## src/rtl/switch_input_debounce.sv

```systemverilog
// Two-flop synchroniser plus per-channel debounce for the board slide switches.
// Publishes clean levels and one-cycle rise/fall pulses once the power-up state is captured.
module switch_input_debounce #(
  parameter int WIDTH           = 8,
  parameter int DEBOUNCE_CYCLES = 1000000,
  parameter int CNT_W           = $clog2(DEBOUNCE_CYCLES)
) (
  input  logic             clk,
  input  logic             rst_n,
  input  logic [WIDTH-1:0] sw_raw,
  output logic [WIDTH-1:0] sw_stable,
  output logic [WIDTH-1:0] sw_rise,
  output logic [WIDTH-1:0] sw_fall,
  output logic             sw_changed,
  output logic             ready
);

  localparam int INIT_W = $clog2(DEBOUNCE_CYCLES + 2);
  localparam logic [CNT_W-1:0]  CNT_MAX   = CNT_W'(DEBOUNCE_CYCLES - 1);
  localparam logic [INIT_W-1:0] INIT_LAST = INIT_W'(DEBOUNCE_CYCLES + 1);

  typedef enum logic {ST_INIT, ST_RUN} state_t;

  state_t state_q, state_d;

  logic [WIDTH-1:0]            s1_q, s2_q;
  logic [WIDTH-1:0]            stable_q, stable_d;
  logic [WIDTH-1:0]            rise_q, rise_d;
  logic [WIDTH-1:0]            fall_q, fall_d;
  logic                        changed_q, changed_d;
  logic [WIDTH-1:0][CNT_W-1:0] cnt_q, cnt_d;
  logic [INIT_W-1:0]           init_cnt_q, init_cnt_d;

  always_ff @(posedge clk or negedge rst_n) begin
    if (!rst_n) begin
      state_q    <= ST_INIT;
      s1_q       <= '0;
      s2_q       <= '0;
      stable_q   <= '0;
      rise_q     <= '0;
      fall_q     <= '0;
      changed_q  <= '0;
      cnt_q      <= '0;
      init_cnt_q <= '0;
    end else begin
      state_q    <= state_d;
      s1_q       <= sw_raw;
      s2_q       <= s1_q;
      stable_q   <= stable_d;
      rise_q     <= rise_d;
      fall_q     <= fall_d;
      changed_q  <= changed_d;
      cnt_q      <= cnt_d;
      init_cnt_q <= init_cnt_d;
    end
  end

  always_comb begin
    state_d = state_q;
    if (state_q == ST_INIT && init_cnt_q == INIT_LAST) begin
      state_d = ST_RUN;
    end
  end

  // INIT tracks the synchronised pins directly so the power-up positions never pulse.
  always_comb begin
    stable_d   = stable_q;
    rise_d     = '0;
    fall_d     = '0;
    cnt_d      = cnt_q;
    init_cnt_d = init_cnt_q;
    if (state_q == ST_INIT) begin
      stable_d = s2_q;
      cnt_d    = '0;
      if (init_cnt_q != INIT_LAST) begin
        init_cnt_d = init_cnt_q + INIT_W'(1);
      end
    end else begin
      for (int i = 0; i < WIDTH; i++) begin
        if (s2_q[i] == stable_q[i]) begin
          cnt_d[i] = '0;
        end else if (cnt_q[i] != CNT_MAX) begin
          cnt_d[i] = cnt_q[i] + CNT_W'(1);
        end else begin
          stable_d[i] = s2_q[i];
          cnt_d[i]    = '0;
          rise_d[i]   = s2_q[i];
          fall_d[i]   = ~s2_q[i];
        end
      end
    end
    changed_d = |(rise_d | fall_d);
  end

  always_comb begin
    ready      = (state_q == ST_RUN);
    sw_stable  = stable_q;
    sw_rise    = rise_q;
    sw_fall    = fall_q;
    sw_changed = changed_q;
  end

endmodule

```

## config.mk

```make
export PLATFORM = sky130hd
export DESIGN_NAME = switch_input_debounce
export DESIGN_NICKNAME = d
export VERILOG_FILES = /design/src/rtl/switch_input_debounce.sv
export SDC_FILE = /design/constraint.sdc
export NUM_CORES = 1
export LEC_CHECK = 0
export CAP_MARGIN = 25
export CORE_UTILIZATION = 30
export DETAILED_ROUTE_END_ITERATION = 10
export PLACE_DENSITY_LB_ADDON = 0.08
export SLEW_MARGIN = 20
export SYNTH_ARGS = -nofsm -noshare
export SYNTH_HDL_FRONTEND = slang
export SYNTH_SLANG_ARGS = --single-unit
```

## constraint.sdc

```tcl
create_clock -name clk -period 2.7 [get_ports clk]
set_input_delay 0.27 -clock clk [delete_from_list [all_inputs] [get_ports clk]]
set_output_delay 0.27 -clock clk [all_outputs]
set_load 0.1 [all_outputs]
```

==> results of run 1 <==
metal layers:
metal,global-route usage (%),vias to the layer above
li1,-,3459
met1,18.8,3386
met2,20.0,78
met3,2.18,33
met4,3.61,0
met5,0,-
critical path, cell delays in order (launching register included):
cell and delay [ps]:
dfrtp_1 410, or4b_1 520, or4_4 540, nor3_1 440, a2111oi_0 200, o211ai_1 140
registers in the layout (all words and copies together), names as in the netlist:
signal	flops
cnt_q	160
s2_q	8
ready	1
init_cnt_q	20
s1_q	8
sw_fall	8
sw_rise	8
sw_stable	8
sw_changed	1
cells in the mapped netlist, drive strengths merged, types with 14 or more instances:
master	instances	area [µm²]
and3	21	131
buf	14	95.1
dfrtp	222	5560
inv	24	90.1
nand2	79	297
nand3	64	325
nand4	40	250
nor2	191	719
nor3	36	180
nor3b	19	143
nor4	18	125
xnor2	79	692
xor2	92	806
layout make-up:
type / instances / area share, %
clock inverter: 8 / 0.369
multi-input combinational: 722 / 37.1
tap: 448 / 4.72
timing repair buffer: 52 / 3.86
inverter: 24 / 0.759
sequential: 222 / 46.8
clock buffer: 38 / 6.38
through the flow:
stage	setup slack, ps	hold WS (ps)	instance area, µm²	cells	power, mW
after global placement	392	248	11100	1467	3.60
after detailed placement	372	253	11100	1467	3.60
after floorplan	551	-25.6	10200	990	3.48
after global routing	278	152	11900	1514	7.14
after CTS	357	144	11900	1514	7.02
final	363	167	11900	1514	6.87
final timing paths:
kind	start	endpoint	slack [ps]	depth (start not counted)
worst max-delay path	cnt_q[95]	sw_changed	360	5
worst min-delay path	sw_raw[0]	s1_q[0]	170	1
worst max register to register	cnt_q[95]	sw_changed	360	5
worst min register to register	s1_q[6]	s2_q[6]	350	0
max in group asynchronous	rst_n	sw_stable[7]	1650	3
min in group asynchronous	rst_n	cnt_q[34]	250	2
logic make-up after synthesis:
logic type | share of synthesized area [%]
XOR/XNOR | 14.7
adder cells (fa/ha/maj) | 1.23
flip-flops | 54.6
buffers and inverters | 2.11
AND/OR/NAND/NOR | 25.9
multiplexers | 0.774
AO/OA/AOI/OAI | 0.664
report_power, final:
part | total [mW] | internal [mW] | switching (mW)
Sequential | 3.37 | 3.35 | 0.0187
Clock | 3.34 | 1.93 | 1.40
Combinational | 0.168 | 0.0403 | 0.128
==> flow_metrics.env, run 1 <==
export IMPL_port_buffers=35
export IMPL_met2_length_mm=9.47
export IMPL_core_region_area_mm2=0.0334
export IMPL_io_pins=36
export IMPL_max_slew_margin_pct=48.7
export IMPL_pwr_density_cell_mw_per_mm2=579
export IMPL_final_cell_mix="dfrtp_1 (222), nor2_1 (190), xor2_1 (92)"
export IMPL_syn_to_final_growth_pct=16.6
export IMPL_clk_latency_ps=530
export IMPL_clock_fmax_mhz=428
export IMPL_yosys_most_used_dff="dfrtp_1"
export IMPL_hold_violations=0
export IMPL_worstPathMaxFanout=4
export IMPL_worst_pin_slew_ps=763
export IMPL_avgSynthCellArea_um2=10.3
export IMPL_cp_data_arrival_time_ps=2780
export IMPL_cp_end_kind="flip-flop"
export IMPL_htree_levels=1
export IMPL_seq_area_frac_synth_pct=54.6
export IMPL_initial_core_util_pct=30.4
export IMPL_ys_async_sr_fraction_pct=100
export IMPL_finalSetupViolCount=0
export IMPL_final_common_cell="dfrtp_1"
export IMPL_drtIter0Drc=373
export IMPL_clk_pin_slew_worst_paths_ps=60
export IMPL_drv_cap=0
export IMPL_cts_setup_buffers=0
export IMPL_cts_tree="yes"
export IMPL_wl_per_cell_um=14.3
export IMPL_grtUsageTotal_pct=13.0
export IMPL_wl_met1_mm=10.9
export IMPL_num_rows=67
export IMPL_drt_total_wl_mm=21.6
export IMPL_fp_dieW_um=186
export IMPL_ir_drop_v=0.000543
export IMPL_vias=6956
export IMPL_antenna_found_initial=0
export IMPL_rsz0062_at_grt="no"
export IMPL_drt_pre_antenna_iters=4
export IMPL_ant_nets=0
export IMPL_fp_dieArea_mm2=0.0347
export IMPL_hold_buffers=1
export IMPL_route_met3_wl_um=728
export IMPL_crit_type="flip-flop to flip-flop"
export IMPL_multi_input_area_mm2=0.00441
export IMPL_area_sequential_mm2=0.00556
export IMPL_syn_nets=1010
export IMPL_yosysUniqueCellTypes=48
export IMPL_fin_skew_ps=13.5
export IMPL_synth_area_mm2=0.0102
export IMPL_hold_path_class="input port to flip-flop"
export IMPL_cts_resized_gates=0
export IMPL_synth_seq_cells=222
export IMPL_gp_congestion=0.715
export IMPL_slew_violations=0
export IMPL_grt_pass1_vias=6979
export IMPL_crit_required_ps=3150
export IMPL_clockRootBuffer="clkbuf_16"
export IMPL_startpoint_type="flip-flop"
export IMPL_synth_warning_count=0
export IMPL_diodes=0
export IMPL_period_needed_ps=2340
export IMPL_grt_remaining_overflow=0
export IMPL_via_per_inst=4.59
export IMPL_grt_pass1_wl_mm=36.6
export IMPL_post_route_util_pct=35.5
export IMPL_p_leak_nw=4.68
export IMPL_syn_inst=990
export IMPL_status="finished clean"
export IMPL_cts_buffers=27
export IMPL_drive_above_1_share_pct=9.66
export IMPL_finalCritPeriodShare_pct=86.6
export IMPL_clkSinkCount=222
export IMPL_grt_start_max_net_pins=63
export IMPL_place_hpwl_mm=14.3
export IMPL_fin_setup_tns_ps=0
export IMPL_die_h_um=186
export IMPL_num_nets_final=1069
export IMPL_synth_edf_count=0
export IMPL_route_detailed_drc=0
export IMPL_clockBufferDepth=3
export IMPL_n_fill_cell=3436
export IMPL_routed_top_layer="met4"
No activity file was read; power rests on OpenSTA's default activity.
==> inputs of run 2 (changes only) <==
--- a/config.mk
+++ b/config.mk
@@ -5,8 +5,9 @@
 export SDC_FILE = /design/constraint.sdc
 export NUM_CORES = 1
 export LEC_CHECK = 0
+export ABC_CLOCK_PERIOD_IN_PS = 2700
 export CAP_MARGIN = 25
-export CORE_UTILIZATION = 30
+export CORE_UTILIZATION = 35
 export DETAILED_ROUTE_END_ITERATION = 10
 export PLACE_DENSITY_LB_ADDON = 0.08
 export SLEW_MARGIN = 20
==> flow_metrics.env, run 2 (same netlist as run 1, synthesis figures left out) <==
export IMPL_p_leak_nw=4.74
export IMPL_pwr_density_cell_mw_per_mm2=604
export IMPL_finalCritPeriodShare_pct=82.1
export IMPL_cts_resized_gates=0
export IMPL_place_hpwl_mm=13.1
export IMPL_clk_latency_ps=530
export IMPL_total_power_mw=7.19
export IMPL_clkSinkCount=222
export IMPL_clockBufferDepth=3
export IMPL_worst_slack_ps=483
export IMPL_largest_register="cnt_q"
export IMPL_diodes=0
export IMPL_startpoint_type="flip-flop"
export IMPL_pwr_share_comb_pct=2.3
export IMPL_clock_fmax_mhz=451
export IMPL_clk_pin_slew_worst_paths_ps=60
export IMPL_status="finished clean"
export IMPL_largest_reg_flops=160
export IMPL_cts_tree="yes"
export IMPL_clkPwrFrac_pct=50.9
export IMPL_htree_levels=1
export IMPL_num_rows=62
export IMPL_fp_dieW_um=173
export IMPL_worstPathMaxFanout=20
export IMPL_period_needed_ps=2220
export IMPL_final_cell_mix="dfrtp_1 (222), nor2_1 (190), xor2_1 (92)"
export IMPL_crit_chain="ha_1 -> nand3_1 -> or4_1 -> o21ai_0 -> nand2b_1 -> buf_4 -> nor2_1"
export IMPL_slew_violations=0
export IMPL_gp_congestion=0.755
export IMPL_dp_worst_setup_slack_ps=470
export IMPL_num_nets_final=1070
export IMPL_route_detailed_drc=0
export IMPL_post_route_util_pct=41.6
export IMPL_slowest_delay_ps=600
export IMPL_io_pins=36
export IMPL_drtIter0Drc=407
export IMPL_intPower_mw=5.68
export IMPL_rsz0062_at_grt="no"
export IMPL_drv_cap=0
export IMPL_cp_end_kind="flip-flop"
export IMPL_fin_setup_tns_ps=0
export IMPL_finalSetupViolCount=0
export IMPL_swShare_pct=21.1
export IMPL_hold_path_class="input port to flip-flop"
export IMPL_drt_total_wl_mm=20.1
export IMPL_ant_nets=0
export IMPL_max_slew_margin_pct=44.5
export IMPL_hold_violations=0
export IMPL_area_sequential_mm2=0.00556
export IMPL_drt_pre_antenna_iters=6
export IMPL_grt_pass1_vias=7020
export IMPL_n_fill_cell=2841
export IMPL_final_common_cell="dfrtp_1"
export IMPL_grtUsageTotal_pct=14.0
export IMPL_cp_slowest_cell="or4_1"
export IMPL_crit_required_ps=3110
export IMPL_crit_type="flip-flop to flip-flop"
export IMPL_worst_pin_slew_ps=825
export IMPL_drive_above_1_share_pct=10.1
export IMPL_wl_per_cell_um=13.8
export IMPL_core_region_area_mm2=0.0286
export IMPL_syn_to_final_growth_pct=17.1
export IMPL_cp_data_arrival_time_ps=2630
export IMPL_pwr_share_seq_pct=46.8
export IMPL_p_sw_mw=1.52
export IMPL_multi_input_area_mm2=0.00441
export IMPL_fin_skew_ps=9.50
export IMPL_antenna_found_initial=0
export IMPL_reg_top3="cnt_q: 160 flops, init_cnt_q: 20 flops"
export IMPL_ir_drop_v=0.000433
export IMPL_grt_pass1_wl_mm=35.1
export IMPL_initial_core_util_pct=35.6
export IMPL_clockRootBuffer="clkbuf_16"
export IMPL_grt_start_max_net_pins=81
export IMPL_via_per_inst=4.74
export IMPL_vias=6886
export IMPL_grt_remaining_overflow=0
export IMPL_die_h_um=173
export IMPL_port_buffers=35
export IMPL_cts_buffers=27
export IMPL_fp_dieArea_mm2=0.0298
run 2: cell type report:
type	count	area share, %
clock buffers	42	6.98
clock inverters	6	0.704
inverters	24	0.756
multi-input cells	722	37.0
flip-flops and latches	222	46.6
well taps	384	4.03
repair buffers	53	3.91
run 2: path summary, 6_finish.rpt:
path	start	end	slack, ps	depth (start not counted)
worst max register to register	cnt_q[140]	cnt_q[159]	480	7
worst min-delay path	sw_raw[4]	s1_q[4]	170	1
worst max-delay path	cnt_q[140]	cnt_q[159]	480	7
min in group asynchronous	rst_n	cnt_q[110]	310	2
worst min register to register	s1_q[3]	s2_q[3]	350	0
max in group asynchronous	rst_n	sw_rise[6]	1630	3
run 2: critical path: cells and delay by family (launching register included):
family	cells	cell delay [ps]
buffers and inverters	1	240
flip-flops	1	390
AND/OR/NAND/NOR	4	1010
adder cells (fa/ha/maj)	1	200
AO/OA/AOI/OAI	1	260
run 2: repair_timing:
action,4_1_cts,5_1_grt
hold buffers,1,0
buffers inserted,0,0
hold endpoints to repair,75,0
run 2: power groups by stage:
stage / Clock (mW) / Sequential (mW) / Combinational, mW
detailed placement: 0 / 3.43 / 0.172
global placement: 0 / 3.43 / 0.172
CTS: 3.82 / 3.37 / 0.174
global route: 3.95 / 3.37 / 0.186
floorplan: 0 / 3.46 / 0.0175
finish: 3.66 / 3.37 / 0.165
run 2: per-stage QoR:
step / std cells / instance area, µm² / hold slack (ps)
after detailed placement: 1404 / 11000 / 308
after floorplan: 990 / 10200 / -25.6
after global routing: 1453 / 11900 / 152
after CTS: 1453 / 11900 / 145
final: 1453 / 11900 / 174
after global placement: 1404 / 11000 / 307
run 2: metal layers:
layer	GRT usage, %	vias up	wire length (µm)
met4	4.35	0	512
met1	20.2	3330	10300
li1	-	3470	-
met2	21.6	57	8710
met5	0	-	0
met3	2.24	29	521
==> inputs of run 3 (changes only) <==
--- a/config.mk
+++ b/config.mk
@@ -5,7 +5,7 @@
 export SDC_FILE = /design/constraint.sdc
 export NUM_CORES = 1
 export LEC_CHECK = 0
-export ABC_CLOCK_PERIOD_IN_PS = 2700
+export ABC_CLOCK_PERIOD_IN_PS = 1900
 export CAP_MARGIN = 25
 export CORE_UTILIZATION = 35
 export DETAILED_ROUTE_END_ITERATION = 10
==> constraint.sdc (replaced) <==
create_clock -name clk -period 1.9 [get_ports clk]
set_input_delay 0.19 -clock clk [delete_from_list [all_inputs] [get_ports clk]]
set_output_delay 0.19 -clock clk [all_outputs]
set_load 0.1 [all_outputs]
==> flow_metrics.env, run 3 (same netlist as run 1, synthesis figures left out) <==
export IMPL_status="finished with violations"
export IMPL_violations="negative setup slack"
export IMPL_crit_family="simple AND/OR/NAND/NOR gates"
export IMPL_period_needed_ps=2030
export IMPL_ant_nets=0
export IMPL_crit_chain="or4b_1 -> or4_4 -> nor2_4 -> or2_4 -> nor2_1"
export IMPL_grtUsageMet1_pct=22.1
export IMPL_max_slew_margin_pct=62.2
export IMPL_final_cell_mix="dfrtp_1 (221), nor2_1 (150), buf_4 (123)"
export IMPL_cp_endpoint="cnt_q[90]"
export IMPL_multi_input_area_mm2=0.00489
export IMPL_cp_slowest_cell="or4_4"
export IMPL_drive_above_1_share_pct=25.3
export IMPL_port_buffers=35
export IMPL_route_detailed_drc=0
export IMPL_cts_tree="yes"
export IMPL_final_common_cell="dfrtp_1"
export IMPL_min_path_cells=1
export IMPL_diodes=0
export IMPL_wl_per_cell_um=13.9
export IMPL_largest_reg_flops=160
export IMPL_p_leak_nw=5.44
export IMPL_initial_core_util_pct=35.6
export IMPL_drtIter0Drc=352
export IMPL_drt_total_wl_mm=21.6
export IMPL_reg_top3="cnt_q: 160 flops, init_cnt_q: 20 flops"
export IMPL_syn_to_final_growth_pct=31.6
export IMPL_fin_skew_ps=19.5
export IMPL_clockBufferDepth=3
export IMPL_area_sequential_mm2=0.00556
export IMPL_gr_usage_met2_pct=22.4
export IMPL_slowest_delay_ps=570
export IMPL_worst_slack_ps=-133
export IMPL_grt_use_met3_pct=2.26
export IMPL_htree_levels=1
export IMPL_via_per_inst=4.74
export IMPL_clk_latency_ps=530
export IMPL_grt_pass1_wl_mm=37.0
export IMPL_drt_pre_antenna_iters=4
export IMPL_drv_cap=0
export IMPL_hold_violations=0
export IMPL_slew_violations=0
export IMPL_finalCritPeriodShare_pct=107
export IMPL_gp_congestion=0.753
export IMPL_total_power_mw=10.3
export IMPL_core_region_area_mm2=0.0286
export IMPL_grt_pass1_vias=7315
export IMPL_critPathBufInv=0
export IMPL_reg2reg_slack_ps=-130
export IMPL_clkSinkCount=222
export IMPL_num_rows=62
export IMPL_antenna_found_initial=0
export IMPL_fp_dieArea_mm2=0.0298
export IMPL_worstPathMaxFanout=5
export IMPL_crit_type="flip-flop to flip-flop"
export IMPL_cp_data_arrival_time_ps=2430
export IMPL_rsz0062_at_grt="yes"
export IMPL_reg2reg_depth=5
export IMPL_cp_end_kind="flip-flop"
export IMPL_cts_buffers=26
export IMPL_vias=7392
export IMPL_n_fill_cell=2656
export IMPL_finalHoldWorstSlack_ps=96.9
export IMPL_grtUsageTotal_pct=14.8
export IMPL_num_nets_final=1175
export IMPL_clock_fmax_mhz=492
export IMPL_top_usage_layer="met2"
export IMPL_largest_register="cnt_q"
export IMPL_finalSetupViolCount=56
export IMPL_grt_remaining_overflow=0
export IMPL_clk_pin_slew_worst_paths_ps=60
export IMPL_ir_drop_v=0.000833
export IMPL_worst_pin_slew_ps=565
export IMPL_place_hpwl_mm=14.3
export IMPL_hold_path_class="input port to flip-flop"
export IMPL_fp_dieW_um=173
export IMPL_cp_startpoint="cnt_q[88]"
export IMPL_die_h_um=173
export IMPL_grt_start_max_net_pins=67
export IMPL_io_pins=36
export IMPL_crit_cells=5
export IMPL_pwr_density_cell_mw_per_mm2=771
export IMPL_crit_required_ps=2290
export IMPL_startpoint_type="flip-flop"
export IMPL_clockRootBuffer="clkbuf_16"
export IMPL_timing_rr_start="cnt_q[88]"
export IMPL_regToRegEndpoint="cnt_q[90]"
[run 3: cell count changes in the layout (fill, tap and decap cells not counted), sizes merged, moves of 2 or more]
cell / change
clkinv: +2
clkinvlp: +4
buf: +99
clkbuf: -2
or2: +3
inv: -2
[run 3: how the worst min path moves through the flow]
stage	start	endpoint	slack (ps)
floorplan	rst_n	cnt_q[0]	-110
global placement	rst_n	cnt_q[37]	210
detailed placement	rst_n	cnt_q[115]	210
CTS	sw_raw[3]	s1_q[3]	70
global route	sw_raw[6]	s1_q[6]	70
finish	sw_raw[3]	s1_q[3]	100
[run 3: cell type report]
type	instances	share of cell area, %
sequential	222	41.5
timing repair buffer	155	10.6
multi-input combinational	725	36.6
timing repair inverter	1	0.0561
clock buffer	37	5.91
tap	384	3.59
clock inverter	10	1.07
inverter	24	0.710
[run 3: routing by layer]
layer,vias to the layer above,part of all wire [%]
met3,31,2.2
met1,3615,51
met4,0,2.2
met5,-,0
met2,54,45
li1,3692,-
[run 3: through the flow]
stage          setup WS (ps)  std cells  TNS (ps)  cell area, µm²  util (%)
2_1_floorplan          -84.9        990     -1130           10200         -
3_3_place_gp            -128       1493     -5330           11800      41.1
3_5_place_dp            -183       1493     -6140           11800      41.1
4_1_cts                 -134       1552     -2830           12900      45.1
5_1_grt                 -166       1558     -8900           13400      46.8
6_report                -133       1558     -3440           13400      46.8
[run 3: what timing repair did]
action                     in CTS  in global routing
pin swaps                      12                 44
setup endpoints to repair      93                129
cloned                          5                  4
hold endpoints to repair       56                  0
hold buffers                    1                  0
buffers inserted                6                  4
gates resized for setup        26                 97
[run 3: worst register-to-register path: cells and delay by family, from the launching register on]
kind / cells / cell delay, ps
simple gates: 5 / 1540
flops: 1 / 370
[run 3: power by group]
part | total (mW) | internal (mW) | leakage [nW] | switching [mW]
registers | 4.78 | 4.76 | 3.03 | 0.0291
logic | 0.254 | 0.0722 | 1.96 | 0.182
clock network | 5.28 | 3.30 | 0.455 | 1.98
total | 10.3 | 8.13 | 5.44 | 2.19
